<file path="src/rtl/mem_pkg.sv">
// Shared constants, state encoding and word typedefs for the main-memory
// request sequencer (mem_port_ctrl).
package mem_pkg;

  localparam int MEM_AW = 12;
  localparam int MEM_DW = 16;
  localparam int MEM_LW = 4;

  typedef enum logic [2:0] {
    IDLE,
    RD,
    CAP,
    RSP,
    WR
  } memctl_state_t;

  typedef logic [MEM_AW-1:0] mem_addr_t;
  typedef logic [MEM_DW-1:0] mem_word_t;

endpackage

</file>
<file path="src/rtl/mem_port_ctrl.sv">
// mem_port_ctrl: sequences CPU read/write requests onto the 4K x 16 main
// memory strobes (AR/memSrc/memDes/CB), captures memData one cycle after a
// read strobe and returns it on a valid/ready response channel. Writes
// complete with a one-cycle wr_done pulse.
// Optional build macro MEMCTL_BURST_EN: reads of req_len+1 consecutive
// words (address wraps modulo 2**AW).
module mem_port_ctrl
  import mem_pkg::*;
#(
  parameter int AW = MEM_AW,
  parameter int DW = MEM_DW,
  parameter int LW = MEM_LW
) (
  input  logic          CLK,
  input  logic          RST_N,
  input  logic          req_valid,
  output logic          req_ready,
  input  logic          req_we,
  input  logic [AW-1:0] req_addr,
  input  logic [DW-1:0] req_wdata,
  input  logic [LW-1:0] req_len,
  output logic          rsp_valid,
  input  logic          rsp_ready,
  output logic [DW-1:0] rsp_data,
  output logic          wr_done,
  output logic [AW-1:0] AR,
  output logic          memSrc,
  output logic          memDes,
  output logic [DW-1:0] CB,
  input  logic [DW-1:0] memData
);

  memctl_state_t state;

`ifdef MEMCTL_BURST_EN
  logic [LW-1:0] beats;
`else
  logic unused_len;
  assign unused_len = ^req_len;
`endif

  // Accept only from IDLE and never while reset is asserted.
  assign req_ready = (state == IDLE) && RST_N;

  // Request FSM with registered RAM strobes and response outputs.
  always_ff @(posedge CLK) begin
    if (!RST_N) begin
      state     <= IDLE;
      AR        <= '0;
      CB        <= '0;
      rsp_data  <= '0;
      memSrc    <= 1'b0;
      memDes    <= 1'b0;
      rsp_valid <= 1'b0;
      wr_done   <= 1'b0;
`ifdef MEMCTL_BURST_EN
      beats     <= '0;
`endif
    end else begin
      wr_done <= 1'b0;
      case (state)
        IDLE: begin
          if (req_valid) begin
            AR <= req_addr;
            if (req_we) begin
              CB     <= req_wdata;
              memDes <= 1'b1;
              state  <= WR;
            end else begin
              memSrc <= 1'b1;
              state  <= RD;
`ifdef MEMCTL_BURST_EN
              beats  <= req_len;
`endif
            end
          end
        end
        RD: begin
          memSrc <= 1'b0;
          state  <= CAP;
        end
        CAP: begin
          rsp_data  <= memData;
          rsp_valid <= 1'b1;
          state     <= RSP;
        end
        RSP: begin
          if (rsp_ready) begin
            rsp_valid <= 1'b0;
`ifdef MEMCTL_BURST_EN
            if (beats != '0) begin
              AR     <= AR + 1'b1;
              memSrc <= 1'b1;
              beats  <= beats - 1'b1;
              state  <= RD;
            end else begin
              state <= IDLE;
            end
`else
            state <= IDLE;
`endif
          end
        end
        WR: begin
          memDes  <= 1'b0;
          wr_done <= 1'b1;
          state   <= IDLE;
        end
        default: state <= IDLE;
      endcase
    end
  end

endmodule

</file>
<file path="config.mk">
export PLATFORM = sky130hd
export DESIGN_NAME = mem_port_ctrl
export DESIGN_NICKNAME = d
export VERILOG_FILES = /design/src/rtl/mem_pkg.sv /design/src/rtl/mem_port_ctrl.sv
export SDC_FILE = /design/constraint.sdc
export NUM_CORES = 1
export LEC_CHECK = 0
export CAP_MARGIN = 20
export CORE_MARGIN = 1.5
export CORE_UTILIZATION = 43
export DETAILED_ROUTE_END_ITERATION = 10
export PLACE_DENSITY = 0.94
export SLEW_MARGIN = 20
export SYNTH_ARGS = -nofsm -noshare
export SYNTH_HDL_FRONTEND = slang
export SYNTH_SLANG_ARGS = --single-unit
</file>
<file path="constraint.sdc">
create_clock -name CLK -period 2.1 [get_ports CLK]
set_clock_uncertainty 0.1 [all_clocks]
set_input_delay 0.315 -clock CLK [delete_from_list [all_inputs] [get_ports CLK]]
set_output_delay 0.315 -clock CLK [all_outputs]
set_load 0.05 [all_outputs]
</file>
==> metrics.txt <==
syn avg cell area 8.89 sq um; Die W 71.5 um; post-route setup TNS 0 ns; combinational share of power 27.3%; Worst-Margin Slew around 0.56 ns; CP max stage cell clkdlybuf4s50_1; Setup WS post-layout approximately 0.22 ns; RePlAce Congestion 0.743; RSZ-0062 raised after global routing no; Finished Cell Area slightly above 3000 sq um; Worst setup SP type register; peak supply drop 0.000382 V; DP HPWL roughly 3.4 mm; total power 2.22 mW; Port Buffers 97; critical path class register to output pin; Yosys warnings 0; Synth Cell Area 2020 sq um; switching pwr 706 uW; total gr overflow 0; worst-path cell chain clkdlybuf4s50_1; number of global-route vias before repair 1723; Buf+Inv Stages, Crit Path 1; All-Layer GR Usage 18.7%; pwr dens ~720 nW/um^2; clock share of power 24.5%; maxcap violations 0; CP endpoint kind output pin; Net Count, Synth 280; failing checks DRC; peak per-stage delay on the critical path just over 0.8 ns; Leak Pwr 1.13 nW; Die Y 71.5 um; Die ar. between 5000 and 6000 sq um; status complete, but fails checks; Starting Density 45.4%; Max clock buf depth 2; number of synthesized register bits 51; Non-Filler Instances 371; Core Area 4440 sq um; post-cts sizing count 0; Net Sw Frac a little under a third; min Tclk post-route ~1.9 ns; Area after DPL approximately 3000 sq um; drt drc 9; post-CTS setup buffer count 0; H-Tree Depth 2; synthesis-to-finish area growth 53.7%; CTS tree built; Synth Instances 227; part of the cycle the worst path needs 89.6%; Post-DRT Antenna Nets 0; Hold Buf Count CTS 0; via count about 1800; Internal Power ~1.5 mW; Core Rows 24; clk sinks 51; synth unique cells 25; layout cells sized above 1 6.27%; root buffer cell clkbuf_8; final wirelength 4.68 mm; Fmax 532 MHz; first-pass GRT wire length around 7.5 mm; clock buffer count from CTS 5; Hold Violations, Final 0; final net count 371; Reg power frac 48.2%; largest net degree at the start of global routing 66; Worst Hold Class primary input to register; IO Pins 102; initial antenna violation count 0; Setup WS pre-CTS 0.269 ns; slew margin rel. around 63%; clock-pin slew on the worst setup and hold paths 0.09 ns; 1st-iter DRT viols 85; CP Data Arrival Time about 1.5 ns; Slew Limit Fails 0; Antenna diodes 0; Avg WL per Cell between 10 and 15 um; Finish-stage setup viols 0; placed insts approximately 360; Final Core Density 69.8%; Worst-Skew Late Latency 0.30 ns; first-pass detailed-route iteration total 9; WP data required 1.68 ns; final hold slack 0.212 ns; Worst path top cell family by delay buffers and inverters; Seq/Total Area, Yosys 50.6%; vias per cell 4.92; CP Max Fanout 2
==> flip-flops by register name (all words and copies together), names as in the netlist <==
register / count
state: 3
memSrc: 1
rsp_valid: 1
wr_done: 1
rsp_data: 16
AR: 12
memDes: 1
CB: 16
==> cell usage after synthesis <==
master | number | share of area (%)
nor2b_1 | 2 | 0.62
buf_2 | 6 | 1.5
o221a_2 | 2 | 1.1
and2_1 | 1 | 0.31
mux2i_1 | 16 | 7.9
a21boi_0 | 8 | 3.0
dfxtp_1 | 51 | 51
buf_6 | 2 | 1.1
nand2_1 | 88 | 16
a21boi_1 | 20 | 7.4
nand3b_1 | 2 | 0.74
nor3b_4 | 1 | 0.93
nand2b_1 | 5 | 1.6
buf_4 | 2 | 0.74
nor4b_2 | 1 | 0.74
clkbuf_1 | 7 | 1.3
nor4b_1 | 1 | 0.43
o21ai_0 | 1 | 0.25
nor3_1 | 2 | 0.50
or3b_1 | 1 | 0.43
or4b_4 | 1 | 0.68
nand3_1 | 1 | 0.25
a21oi_1 | 2 | 0.50
o21bai_1 | 1 | 0.37
nor2_1 | 3 | 0.56
==> logic make-up after synthesis <==
group / Yosys count / synth area share (%)
AND/OR/NAND/NOR: 109 / 24.1
buffers and inverters: 17 / 4.65
multiplexers: 16 / 7.94
AO/OA/AOI/OAI: 34 / 12.7
flip-flops: 51 / 50.6
==> placed cells by master, fill, tap and decap left out, types with 2 or more instances in the layout <==
cell type and n:
clkdlybuf4s50_1 95, nand2_1 88, dfxtp_1 51, a21boi_1 20, mux2i_1 16, a21boi_0 8, nand2b_1 5, clkbuf_8 5
nor2_1 3, buf_4 3, nand3b_1 2, nor2b_1 2, a21oi_1 2, o221a_2 2, clkinvlp_4 2, buf_12 2
==> worst paths after layout <==
kind                     start  slack (ns)      endpoint  cells after the start
setup / recovery   rsp_data[2]        0.22   rsp_data[2]                      1
setup reg to reg      state[1]        0.43   rsp_data[2]                      3
hold / removal           RST_N        0.21       wr_done                      3
hold reg to reg   rsp_data[15]        0.36  rsp_data[15]                      2
==> power groups by stage <==
| stage | registers, mW | logic [mW] | clock network, mW |
|---|---|---|---|
| after floorplan | 1.28 | 0.184 | 0 |
| after global placement | 1.09 | 0.602 | 0 |
| after detailed placement | 1.10 | 0.609 | 0 |
| after CTS | 1.07 | 0.611 | 0.569 |
| after global routing | 1.08 | 0.642 | 0.615 |
| final | 1.07 | 0.606 | 0.546 |
==> per-layer routing <==
layer  track usage [%]  vias up  part of all wire (%)
li1                  -      917                     -
met1              20.3      820                    41
met2              33.5       84                    47
met3              7.03        5                    11
met4              6.29        0                   1.2
met5                 0        -                     0
==> layout make-up <==
class | count | area (sq um)
clock inverters | 3 | 20.0
well taps | 52 | 65.1
flip-flops and latches | 51 | 1020
repair buffers | 101 | 1020
fillers | 342 | 1340
clock buffers | 5 | 68.8
multi-input cells | 159 | 907
Note: power is estimated with default switching activity, not from simulation.
